<file path="config.mk">
export PLATFORM = sky130hd
export DESIGN_NAME = warn_blink_ctl
export DESIGN_NICKNAME = d
export VERILOG_FILES = /design/src/rtl/warn_blink_ctl.sv
export SDC_FILE = /design/constraint.sdc
export NUM_CORES = 1
export LEC_CHECK = 0
export BUFFER_PORTS_ARGS = -buffer_cell sky130_fd_sc_hd__buf_4
export CAP_MARGIN = 20
export CORE_MARGIN = 3
export CORE_UTILIZATION = 49
export CTS_CLUSTER_SIZE = 12
export DETAILED_ROUTE_END_ITERATION = 8
export PLACE_DENSITY = 0.84
export SKIP_LAST_GASP = 1
export SYNTH_ARGS = -nofsm -noshare
export SYNTH_HDL_FRONTEND = slang
export SYNTH_SLANG_ARGS = --single-unit
</file>
<file path="constraint.sdc">
create_clock -name clk -period 1.8 [get_ports clk]
set_clock_uncertainty 0.15 [all_clocks]
set_input_delay 0.36 -clock clk [delete_from_list [all_inputs] [get_ports clk]]
set_output_delay 0.36 -clock clk [all_outputs]
set_load 0.05 [all_outputs]
</file>
<file path="src/rtl/warn_blink_ctl.sv">
// Warning qualifier feeding the gauge blinker: arms on N consecutive over-limit
// samples, holds the warning for a minimum time after release, and supports ack-silencing.
module warn_blink_ctl #(
  parameter int unsigned W         = 12,
  parameter int unsigned THRESH_HI = 2000,
  parameter int unsigned THRESH_LO = 1800,
  parameter int unsigned N_ARM     = 4,
  parameter int unsigned A_BITS    = 3,
  parameter int unsigned HOLD_CLKS = 16,
  parameter int unsigned H_BITS    = 5
) (
  input  logic         clk,
  input  logic         reset,
  input  logic         s_valid,
  input  logic [W-1:0] s_data,
  input  logic         ack,
  output logic         blink,
  output logic         active,
  output logic         acked
);

  localparam logic [W-1:0]      HI_LVL    = W'(THRESH_HI);
  localparam logic [W-1:0]      LO_LVL    = W'(THRESH_LO);
  localparam logic [A_BITS-1:0] ARM_LAST  = A_BITS'(N_ARM - 1);
  localparam logic [H_BITS-1:0] HOLD_LAST = H_BITS'(HOLD_CLKS - 1);

  typedef enum logic [1:0] {
    IDLE   = 2'd0,
    ARM    = 2'd1,
    ACTIVE = 2'd2,
    HOLD   = 2'd3
  } state_t;

  state_t              state, state_nxt;
  logic [A_BITS-1:0]   arm_cnt, arm_nxt;
  logic [H_BITS-1:0]   hold_cnt, hold_nxt;
  logic                ack_reg, ack_nxt;
  logic                over_c, under_c;

  assign over_c  = s_valid && (s_data > HI_LVL);
  assign under_c = s_valid && (s_data < LO_LVL);

  assign active = (state == ACTIVE) || (state == HOLD);
  assign blink  = active && !ack_reg;
  assign acked  = ack_reg;

  // State and counter registers
  always_ff @(posedge clk or posedge reset) begin
    if (reset) begin
      state    <= IDLE;
      arm_cnt  <= '0;
      hold_cnt <= '0;
      ack_reg  <= 1'b0;
    end else begin
      state    <= state_nxt;
      arm_cnt  <= arm_nxt;
      hold_cnt <= hold_nxt;
      ack_reg  <= ack_nxt;
    end
  end

  // Next-state, counters and acknowledge
  always_comb begin
    state_nxt = state;
    arm_nxt   = arm_cnt;
    hold_nxt  = hold_cnt;
    ack_nxt   = ack_reg;

    case (state)
      IDLE: begin
        arm_nxt = '0;
        if (over_c) begin
          if (N_ARM == 1) begin
            state_nxt = ACTIVE;
          end else begin
            state_nxt = ARM;
            arm_nxt   = A_BITS'(1);
          end
        end
      end
      ARM: begin
        if (over_c) begin
          if (arm_cnt == ARM_LAST) begin
            state_nxt = ACTIVE;
            arm_nxt   = '0;
          end else begin
            arm_nxt = arm_cnt + A_BITS'(1);
          end
        end else if (s_valid) begin
          // any non-qualifying beat breaks the streak
          state_nxt = IDLE;
          arm_nxt   = '0;
        end
      end
      ACTIVE: begin
        if (under_c) begin
          state_nxt = HOLD;
          hold_nxt  = '0;
        end
      end
      HOLD: begin
        // re-trigger takes priority over hold expiry
        if (over_c) begin
          state_nxt = ACTIVE;
          hold_nxt  = '0;
        end else if (hold_cnt == HOLD_LAST) begin
          state_nxt = IDLE;
          hold_nxt  = '0;
        end else begin
          hold_nxt = hold_cnt + H_BITS'(1);
        end
      end
      default: begin
        state_nxt = IDLE;
        arm_nxt   = '0;
        hold_nxt  = '0;
      end
    endcase

    if (state_nxt == IDLE) begin
      ack_nxt = 1'b0;
    end else if (active && ack) begin
      ack_nxt = 1'b1;
    end
  end

endmodule
</file>
---- Yosys cells after proc, flatten, opt, wreduce, memory -nomap -nowiden ----
Cells that the tools add are included.
operators by class
  add/sub/neg operators ................... 2
  magnitude comparators ................... 2
  equality and inequality tests ........... 7
  mux-type cells .......................... 19
  reduce and logical (&&, ||, !) cells .... 13
operators with widths
  kind                                                                                count
  5-bit 2-to-1 mux                                                                    3
  2-bit 2-to-1 mux                                                                    7
  12-bit by 11-bit greater-than comparator with 1-bit output (second input constant)  1
  12-bit by 11-bit less-than comparator with 1-bit output (second input constant)     1
  5-bit case mux with 2 select lines                                                  1
  3-bit 2-to-1 mux                                                                    3
  2-bit case mux with 4 select lines                                                  1
  3-bit case mux with 2 select lines                                                  1
  2-bit nonzero test                                                                  3
  5-bit by 1-bit adder with 5-bit output (second input constant)                      1
  5-bit by 4-bit equality test with 1-bit output (second input constant)              1
  2-bit equality test (second input constant)                                         2
  1-bit logical AND                                                                   4
  2-bit logical NOT                                                                   2
  2-bit AND reduction                                                                 2
  3-bit by 1-bit adder with 3-bit output (second input constant)                      1
  3-bit by 2-bit equality test with 1-bit output (second input constant)              1
  1-bit 2-to-1 mux                                                                    3
  3-bit != test (second input constant)                                               1
  2-bit by 1-bit equality test with 1-bit output (second input constant)              1
  2-bit != test (second input constant)                                               1
  1-bit logical NOT                                                                   1
  1-bit logical OR                                                                    1
word-level totals
  flip-flop bits (word level) ............. 11
  bits of input ports ..................... 16
  output and inout port bits .............. 3

---- Logic depth before layout (Yosys ltp) ----
Gate-level depths: netlist of run 1.
  depth in word-level cells ............... 6
  depth in mapped cells ................... 6
  depth with buffers taken out ............ 6

---- Worst setup path after synthesis of run 1 ----
OpenSTA, ideal clock, no wires.
  path type ............................... reg2out
  from .................................... register ack_reg, in the netlist acked
  to ...................................... output blink
  arrival time ............................ 1.329 ns
  slack ................................... -0.039 ns
  cell stages (with the launch flop) ...... 2
  path buffers ............................ 0
  cells stage by stage .................... dfrtp_1 > nor2b_1
between the ends
  word-level cells in the longest chain between the ends .. 2
RTL lines
  element                   line  text
  start: declaration        37    logic ack_reg, ack_nxt;
  start signal: assignment  58    ack_reg <= ack_nxt;
  1-bit logical NOT         44    assign blink = active && !ack_reg;
  1-bit logical AND         44
  end: declaration          17    output logic blink,
Every way passes these cells.

---- Worst setup path after layout of run 1 ----
  from .................................... register hold_cnt[0]
  to ...................................... register hold_cnt[0]
between the ends
  word-level cells in the longest chain between the ends .. 4
  elaborated cells on any way between the ends .. 5
RTL lines
  element                                                                                                          line      text
  start: declaration                                                                                               36        logic [H_BITS-1:0] hold_cnt, hold_nxt;
  start signal: assignment                                                                                         57        hold_cnt <= hold_nxt;
  5-bit by 1-bit adder with 5-bit output / 5-bit by 4-bit equality test with 1-bit output (equally long branches)  110, 106
  5-bit 2-to-1 mux (*)                                                                                             106       end else if (hold_cnt == HOLD_LAST) begin
  5-bit 2-to-1 mux (*)                                                                                             103       if (over_c) begin
  5-bit case mux with 2 select lines (*)                                                                           69        case (state)
Mark *: on every way between the ends. The rest lies on a longest branch, timed or not.
A chain may end at the register's enable or synchronous reset.

==> flow_metrics.env, run 1 <==
export IMPL_routedWlPerCell_um=13.42
export IMPL_hold_viol=0
export IMPL_fmax_mhz=599.7
export IMPL_finalWirelength_um=1422
export IMPL_hold_class="in2reg"
export IMPL_synthesis_nets=87
export IMPL_clock_sinks=11
export IMPL_ant_nets=0
export IMPL_numPortBuffers=18
export IMPL_path_buf_inv=0
export IMPL_vdd_drop_max_mv=0.4721
export IMPL_cp_data_arrival_time_ns=1.67
export IMPL_drt_pass1_iter_count=4
export IMPL_ys_types=32
export IMPL_clockBufferDepth=2
export IMPL_fin_crit_ns=1.668
export IMPL_synth_ff_type="dfrtp_1"
export IMPL_rows=12
export IMPL_gr_usage_all_layers_pct=16.50
export IMPL_status="finished clean"
export IMPL_max_cap_violations=0
export IMPL_drc=0
export IMPL_max_stage_delay_ns=0.37
export IMPL_path_clk_slew_ns=0.06
export IMPL_drt_iter0_drc=8
export IMPL_syn_area_per_cell_um2=10.10
export IMPL_netlist_area_um2=696.9
export IMPL_final_area_um2=885.9
export IMPL_rsz0062_at_grt="false"
export IMPL_grt_start_max_net_pins=16
export IMPL_syn_inst=69
export IMPL_yosys_warnings=0
export IMPL_cp_slowest_cell="dfrtp_1"
export IMPL_power_mw=0.7166
export IMPL_post_route_cells_drive_above_1_share_pct=36.96
export IMPL_synth_async_reset_ratio_pct=100.0
export IMPL_yosysSeqAreaShare_pct=39.50
export IMPL_cp_start_kind="flop"
export IMPL_period_share_pct=92.64
export IMPL_clock_latency_ns=0.27
export IMPL_grt_pass1_wl_um=2346
export IMPL_cts_buffers=3
export IMPL_critPathTopFamily="flip-flops"
export IMPL_gp_congestion=0.7815
export IMPL_place_area_um2=848.3
export IMPL_fp_dieW_um=43.72
export IMPL_start_util_pct=57.30
export IMPL_crit_chain="ha_1 -> nand3_1 -> o21a_1 -> and3_2 -> mux2_2"
export IMPL_dieArea_um2=1911
export IMPL_grt_overflow_total=0
export IMPL_antenna_found_initial=0
export IMPL_synth_edf_count=0
export IMPL_cp_end_kind="flop"
export IMPL_power_density_nw_per_um2=808.9
export IMPL_worst_pin_slew_ns=0.4095
export IMPL_final_max_slew_viol_count=0
export IMPL_cp_required_ns=1.80
export IMPL_relSlewSlack_pct=72.67
export IMPL_tritoncts="built"
export IMPL_final_setup_viol_count=0
export IMPL_cts_htree_levels=1
export IMPL_die_y_um=43.72
export IMPL_postCtsSetupRepairBufs=0
export IMPL_synth_seq_cells=11
export IMPL_place_hpwl_um=1136
export IMPL_p_leak_nw=0.4151
export IMPL_grt_pass1_vias=585
export IMPL_syn2layout_area_growth_pct=27.11
export IMPL_num_vias=604
export IMPL_ctsRootBufferMaster="clkbuf_4"
export IMPL_io_pins=19
export IMPL_core_area_um2=1216
export IMPL_diodes=0
export IMPL_crit_fanout=3
export IMPL_vias_per_cell=5.698
export IMPL_layout_nets=111
export IMPL_critPathKind="reg2reg"
[area by class of cell]
class,instances,area [um2]
Inverter,4,15.01
Sequential cell,11,276.5
Tap cell,14,17.52
Multi-Input combinational cell,51,382.9
Fill cell,94,330.3
Clock buffer,4,26.28
Timing Repair Buffer,22,167.7
[metrics by stage]
stage | TNS [ns] | setup WS [ns] | utilization [%] | cells | hold slack (ns)
after floorplan | 0 | 0.1010 | - | 69 | 0.06244
after global placement | -0.1286 | -0.07390 | 69.75 | 101 | 0.2226
after detailed placement | -0.2621 | -0.1220 | 69.75 | 101 | 0.2305
after CTS | 0 | 0.01249 | 72.74 | 106 | 0.2673
after global routing | 0 | 0.05745 | 72.84 | 106 | 0.3007
final | 0 | 0.1324 | 72.84 | 106 | 0.2771
[where the power goes]
group | switching, mW | internal, mW
sequential | 0.0317 | 0.287
clock | 0.0805 | 0.0857
combinational | 0.116 | 0.116
[worst paths after layout]
kind                             start           to  slack, ns  cells after the start
min reg2reg                 arm_cnt[2]   arm_cnt[2]       0.35                      1
min in group asynchronous        reset   arm_cnt[2]       0.48                      3
max                        hold_cnt[0]  hold_cnt[0]       0.13                      5
max in group asynchronous        reset     state[1]       0.70                      3
min                                ack        acked       0.28                      3
max reg2reg                hold_cnt[0]  hold_cnt[0]       0.13                      5
[per-layer routing]
| metal | part of all wire (%) | track usage [%] |
|---|---|---|
| met1 | 46 | 20.51 |
| met2 | 48 | 27.03 |
| met4 | 0 | 1.807 |
| met5 | 0 | 0 |
| met3 | 5.9 | 7.469 |
[flip-flops by register name (all words and copies together), names as in the netlist]
register / flops
acked: 1
arm_cnt: 3
hold_cnt: 5
state: 2
[cells by family (layout without fill, tap and decap cells)]
group / after synthesis / count (layout) / synth area share (%)
xor+xnor: 1 / 1 / 1.257
mux: 1 / 1 / 1.616
flops: 11 / 11 / 39.50
simple gates: 22 / 22 / 19.03
fa+ha+maj: 2 / 2 / 3.590
buf+inv: 7 / 30 / 5.923
compound gates: 25 / 25 / 29.09
[worst register-to-register path, cell delays in order, from the launching register on]
cell	delay [ns]
dfrtp_1	0.37
ha_1	0.20
nand3_1	0.12
o21a_1	0.21
and3_2	0.23
mux2_2	0.26
[timing repair]
item,in CTS,in global routing
setup endpoints to repair,0,1
endpoints found under the hold margin,11,0
hold buffers,1,0
gates resized for setup,0,1
[cells in the final DEF (no fill, tap or decap), types with 2 or more instances in the layout]
master    count
buf_4        21
dfrtp_1      10
nor2_1        5
inv_1         4
o21ai_0       4
nand3_1       4
a21oi_1       4
nand2_1       3
o21a_1        3
clkbuf_4      3
and3_2        2
nor3_1        2
a22o_1        2
o31ai_1       2
ha_1          2
[cells in the mapped netlist (2+ instances only)]
library cell  number  area share (%)
and3_2             2             2.2
inv_1              4             2.2
nor3_1             2             1.4
a21oi_1            4             2.9
nand3_1            4             2.9
ha_1               2             3.6
o31ai_1            2             2.2
nor2b_1            2             1.8
dfrtp_1           11              39
o21a_1             3             3.2
o21ai_0            4             2.9
nand2_1            3             1.6
a22o_1             2             2.5
nor2_1             5             2.7
buf_6              2             3.2
Note: power is estimated with default switching activity, not from simulation.
==> run 2, diff against run 1 <==
Settings changed: CORE_ASPECT_RATIO set to 0.7, CORE_UTILIZATION 49 to 35, PLACE_DENSITY 0.84 to 0.66.
==> flow_metrics.env, run 2 (same netlist as run 1, synthesis figures left out) <==
export IMPL_status="finished clean"
export IMPL_clock_latency_ns=0.27
export IMPL_grt_pass1_wl_um=2546
export IMPL_hold_class="in2reg"
export IMPL_path_clk_slew_ns=0.07
export IMPL_place_area_um2=849.6
export IMPL_worst_pin_slew_ns=0.4205
export IMPL_cts_buffers=3
export IMPL_final_setup_viol_count=0
export IMPL_fin_ws_ns=0.1201
export IMPL_layout_nets=110
export IMPL_ant_nets=0
export IMPL_reg2regPathDepth=5
export IMPL_relSlewSlack_pct=71.93
export IMPL_max_stage_delay_ns=0.52
export IMPL_drc=0
export IMPL_largest_register_ffs=5
export IMPL_routedWlPerCell_um=12.99
export IMPL_final_max_slew_viol_count=0
export IMPL_post_place_ws_ns=-0.07967
export IMPL_top_register="hold_cnt"
export IMPL_period_share_pct=93.33
export IMPL_whs_path_depth=3
export IMPL_diodes=0
export IMPL_final_area_um2=889.6
export IMPL_start_util_pct=40.36
export IMPL_min_from="ack"
export IMPL_hold_path_endpoint="acked"
export IMPL_crit_fanout=15
export IMPL_syn2layout_area_growth_pct=27.65
export IMPL_antenna_found_initial=0
export IMPL_clock_sinks=11
export IMPL_numPortBuffers=18
export IMPL_max_cap_violations=0
export IMPL_cts_htree_levels=1
export IMPL_grt_start_max_net_pins=16
export IMPL_r2r_slack_ns=0.14
export IMPL_hold_viol=0
export IMPL_drt_iter0_drc=7
export IMPL_fillers=166
export IMPL_fin_crit_ns=1.680
export IMPL_drt_pass1_iter_count=4
export IMPL_final_cell_mix="20 x buf_4, 10 x dfrtp_1, 5 x nor2_1"
export IMPL_tritoncts="built"
export IMPL_final_common_cell="buf_4"
export IMPL_cp_slowest_cell="dfrtp_2"
export IMPL_postCtsSetupRepairBufs=0
export IMPL_ctsRootBufferMaster="clkbuf_4"
export IMPL_fp_dieW_um=59.34
export IMPL_vias_per_cell=5.089
export IMPL_place_hpwl_um=1142
export IMPL_reg_top3="hold_cnt (5), arm_cnt (3), state (2)"
export IMPL_clockBufferDepth=2
export IMPL_fmax_mhz=595.3
export IMPL_num_vias=570
export IMPL_timing_rr_start="hold_cnt[0]"
export IMPL_finalWirelength_um=1455
export IMPL_cp_end_kind="output port"
export IMPL_r2r_end="hold_cnt[0]"
export IMPL_crit_chain="nor2b_2 -> buf_4"
export IMPL_post_route_cells_drive_above_1_share_pct=37.36
export IMPL_vdd_drop_max_mv=0.4093
export IMPL_gr_usage_all_layers_pct=13.31
export IMPL_rsz0062_at_grt="false"
export IMPL_core_area_um2=1727
export IMPL_grt_pass1_vias=581
export IMPL_power_mw=0.7206
export IMPL_cp_data_arrival_time_ns=1.17
export IMPL_rows=12
export IMPL_dieArea_um2=2571
export IMPL_p_leak_nw=0.4096
export IMPL_gp_congestion=0.7668
export IMPL_grt_overflow_total=0
export IMPL_cp_start_kind="flop"
export IMPL_power_density_nw_per_um2=810.1
export IMPL_die_y_um=43.34
export IMPL_critPathKind="reg2out"
export IMPL_cp_required_ns=1.29
export IMPL_io_pins=19
-- run 2: cell count changes in the layout (fill, tap and decap cells not counted), sizes merged --
cell  change
buf       -1
-- run 2: area by class of cell --
cell class              count  area, um2  share of cell area [%]
clock buffers               4      26.28                   2.954
inverters                   4      15.01                   1.688
multi-input cells          51      385.4                   43.32
flip-flops and latches     11      276.5                   31.08
well taps                  21      26.28                   2.954
repair buffers             21      160.2                   18.00
-- run 2: worst max path at each step --
stage,depth (start not counted),endpoint,start
after floorplan,5,acked,s_data[0]
after global placement,6,acked,s_data[0]
after detailed placement,6,acked,s_data[0]
after CTS,6,acked,arm_cnt[0]
after global routing,5,hold_cnt[0],hold_cnt[0]
final,2,blink,state[1]
-- run 2: through the flow --
step / utilization [%] / TNS [ns] / cells / hold WS, ns
after global placement: 49.20 / -0.1293 / 107 / 0.2325
after floorplan: - / 0 / 69 / 0.06244
after global routing: 51.52 / 0 / 112 / 0.2693
after detailed placement: 49.20 / -0.2109 / 107 / 0.2350
after CTS: 51.38 / 0 / 112 / 0.2876
final: 51.52 / 0 / 112 / 0.2772
-- run 2: per-layer routing --
layer | track usage (%) | share of wire (%) | vias to the layer above
li1 | - | - | 297
met1 | 18.73 | 51 | 259
met2 | 17.65 | 43 | 11
met3 | 6.250 | 5.4 | 3
met4 | 4.525 | 0.89 | 0
met5 | 0 | 0 | -
-- run 2: worst max-delay path: cells and delay by family (launching register included) --
family	cells	cell delay, ns
flops	1	0.52
buf+inv	1	0.20
simple gates	1	0.18
-- run 2: where the power goes --
part           internal (mW)  switching (mW)
clock network         0.0859          0.0839
registers              0.287          0.0384
logic                  0.114           0.111
total                  0.487           0.233
-- run 2: repair_timing --
action,CTS,global route
endpoints found under the setup margin,1,1
hold endpoints to repair,11,0
hold buffers,1,0
gates resized for setup,1,1
==> run 3, diff against run 2 <==
Settings changed: SETUP_SLACK_MARGIN set to 0.5.
==> flow_metrics.env, run 3 (same netlist as run 1, synthesis figures left out) <==
export IMPL_status="finished clean"
export IMPL_r2r_end="acked"
export IMPL_reg2regPathDepth=6
export IMPL_ant_nets=0
export IMPL_period_share_pct=87.65
export IMPL_cp_depth=6
export IMPL_holdWs_ns=0.3058
export IMPL_path_buf_inv=0
export IMPL_power_mw=0.8707
export IMPL_max_stage_delay_ns=0.40
export IMPL_path_clk_slew_ns=0.07
export IMPL_place_area_um2=853.3
export IMPL_clock_sinks=11
export IMPL_cp_required_ns=1.79
export IMPL_layoutNonFillerInstCount=123
export IMPL_gr_usage_all_layers_pct=14.39
export IMPL_crit_end="acked"
export IMPL_dieArea_um2=2571
export IMPL_final_area_um2=1060
export IMPL_cts_htree_levels=1
export IMPL_final_setup_viol_count=0
export IMPL_diodes=0
export IMPL_num_vias=665
export IMPL_post_route_cells_drive_above_1_share_pct=51.96
export IMPL_p_leak_nw=0.4735
export IMPL_crit_start="arm_cnt[1]"
export IMPL_max_cap_violations=0
export IMPL_hold_viol=0
export IMPL_gp_congestion=0.7493
export IMPL_syn2layout_area_growth_pct=52.07
export IMPL_vdd_drop_max_mv=0.4913
export IMPL_ctsRootBufferMaster="clkbuf_4"
export IMPL_rows=12
export IMPL_grt_overflow_total=0
export IMPL_crit_fanout=4
export IMPL_critPathKind="reg2reg"
export IMPL_grt_pass1_wl_um=2711
export IMPL_relSlewSlack_pct=71.84
export IMPL_routedWlPerCell_um=14.37
export IMPL_antenna_found_initial=0
export IMPL_io_pins=19
export IMPL_critPathTopFamily="compound AO/OA/AOI/OAI gates"
export IMPL_clockBufferDepth=2
export IMPL_numPortBuffers=18
export IMPL_tritoncts="built"
export IMPL_cts_buffers=3
export IMPL_worst_pin_slew_ns=0.4219
export IMPL_fmax_mhz=633.8
export IMPL_cp_end_kind="flop"
export IMPL_die_y_um=43.34
export IMPL_r2r_slack_ns=0.22
export IMPL_start_util_pct=40.36
export IMPL_finalWirelength_um=1768
export IMPL_rsz0062_at_grt="true"
export IMPL_fp_dieW_um=59.34
export IMPL_grt_start_max_net_pins=14
export IMPL_dp_cells=106
export IMPL_power_density_nw_per_um2=821.6
export IMPL_drt_pass1_iter_count=4
export IMPL_timing_rr_start="arm_cnt[1]"
export IMPL_hold_class="in2reg"
export IMPL_reg_top3="hold_cnt (5), arm_cnt (3), state (2)"
export IMPL_fin_util_pct=61.38
export IMPL_cp_data_arrival_time_ns=1.57
export IMPL_crit_chain="ha_4 -> nor2b_4 -> a31oi_1 -> o31a_1 -> a311oi_2 -> a211oi_2"
export IMPL_drc=0
export IMPL_clock_latency_ns=0.27
export IMPL_cp_start_kind="flop"
export IMPL_fin_crit_ns=1.578
export IMPL_top_register="hold_cnt"
export IMPL_final_cell_mix="24 x buf_4, 10 x dfrtp_1, 7 x buf_6"
export IMPL_final_common_cell="buf_4"
export IMPL_largest_register_ffs=5
export IMPL_grt_pass1_vias=623
export IMPL_layout_nets=121
export IMPL_place_hpwl_um=1186
export IMPL_final_max_slew_viol_count=0
export IMPL_cp_slowest_cell="dfrtp_1"
export IMPL_drt_iter0_drc=17
export IMPL_vias_per_cell=5.407
export IMPL_core_area_um2=1727
[run 3: cell types whose count changed in the layout (fill, tap and decap cells not counted), moves of 2 or more]
cell,delta
buf_4,+4
buf_6,+7
ha_1,-2
ha_4,+2
nand3_1,-3
nand3_2,+3
[run 3: worst register-to-register path, delay by kind of cell, from the launching register on]
family / cells / cell delay [ns]
adder cells (fa/ha/maj): 1 / 0.15
AND/OR/NAND/NOR: 1 / 0.16
flip-flops: 1 / 0.40
AO/OA/AOI/OAI: 4 / 0.59
[run 3: per-stage QoR]
step                 TNS, ns  worst slack [ns]
floorplan                  0            0.1937
global placement           0          0.008484
finish                     0            0.2223
global route               0            0.1662
CTS                        0            0.2382
detailed placement  -0.06858          -0.05376
[run 3: where the power goes]
group          total (mW)  internal (mW)  switching, mW
registers           0.331          0.287         0.0431
logic               0.376          0.208          0.168
clock network       0.164         0.0858         0.0779
total               0.871          0.581          0.289
[run 3: routing by layer]
metal / global-route usage (%) / vias up / wire length (um)
li1: - / 324 / -
met1: 18.10 / 304 / 797
met2: 23.09 / 27 / 814
met3: 5.655 / 10 / 110
met4: 3.620 / 0 / 46
met5: 0 / - / 0
[run 3: repair_timing]
action | 4_1_cts | 5_1_grt
setup buffers | 8 | 4
hold buffers | 1 | 0
resized for setup | 13 | 6
hold endpoints to repair | 11 | 0
endpoints found under the setup margin | 13 | 14
pin swaps | 10 | 9
[run 3: area by class of cell]
type / instances / area [um2]
multi-input combinational: 51 / 446.7
timing repair buffer: 32 / 269.0
inverter: 4 / 15.01
sequential: 11 / 276.5
tap: 21 / 26.28
fill: 134 / 666.9
clock buffer: 4 / 26.28
[run 3: how the worst min path moves through the flow]
stage             from  cells past startpoint  slack [ns]         end
6_report           ack                      3        0.31       acked
5_1_grt        s_valid                      3        0.32  arm_cnt[0]
4_1_cts        s_valid                      3        0.29  arm_cnt[0]
3_5_place_dp     reset                      2        0.23  arm_cnt[1]
3_3_place_gp     reset                      2        0.23  arm_cnt[1]
2_1_floorplan    reset                      1        0.06       acked
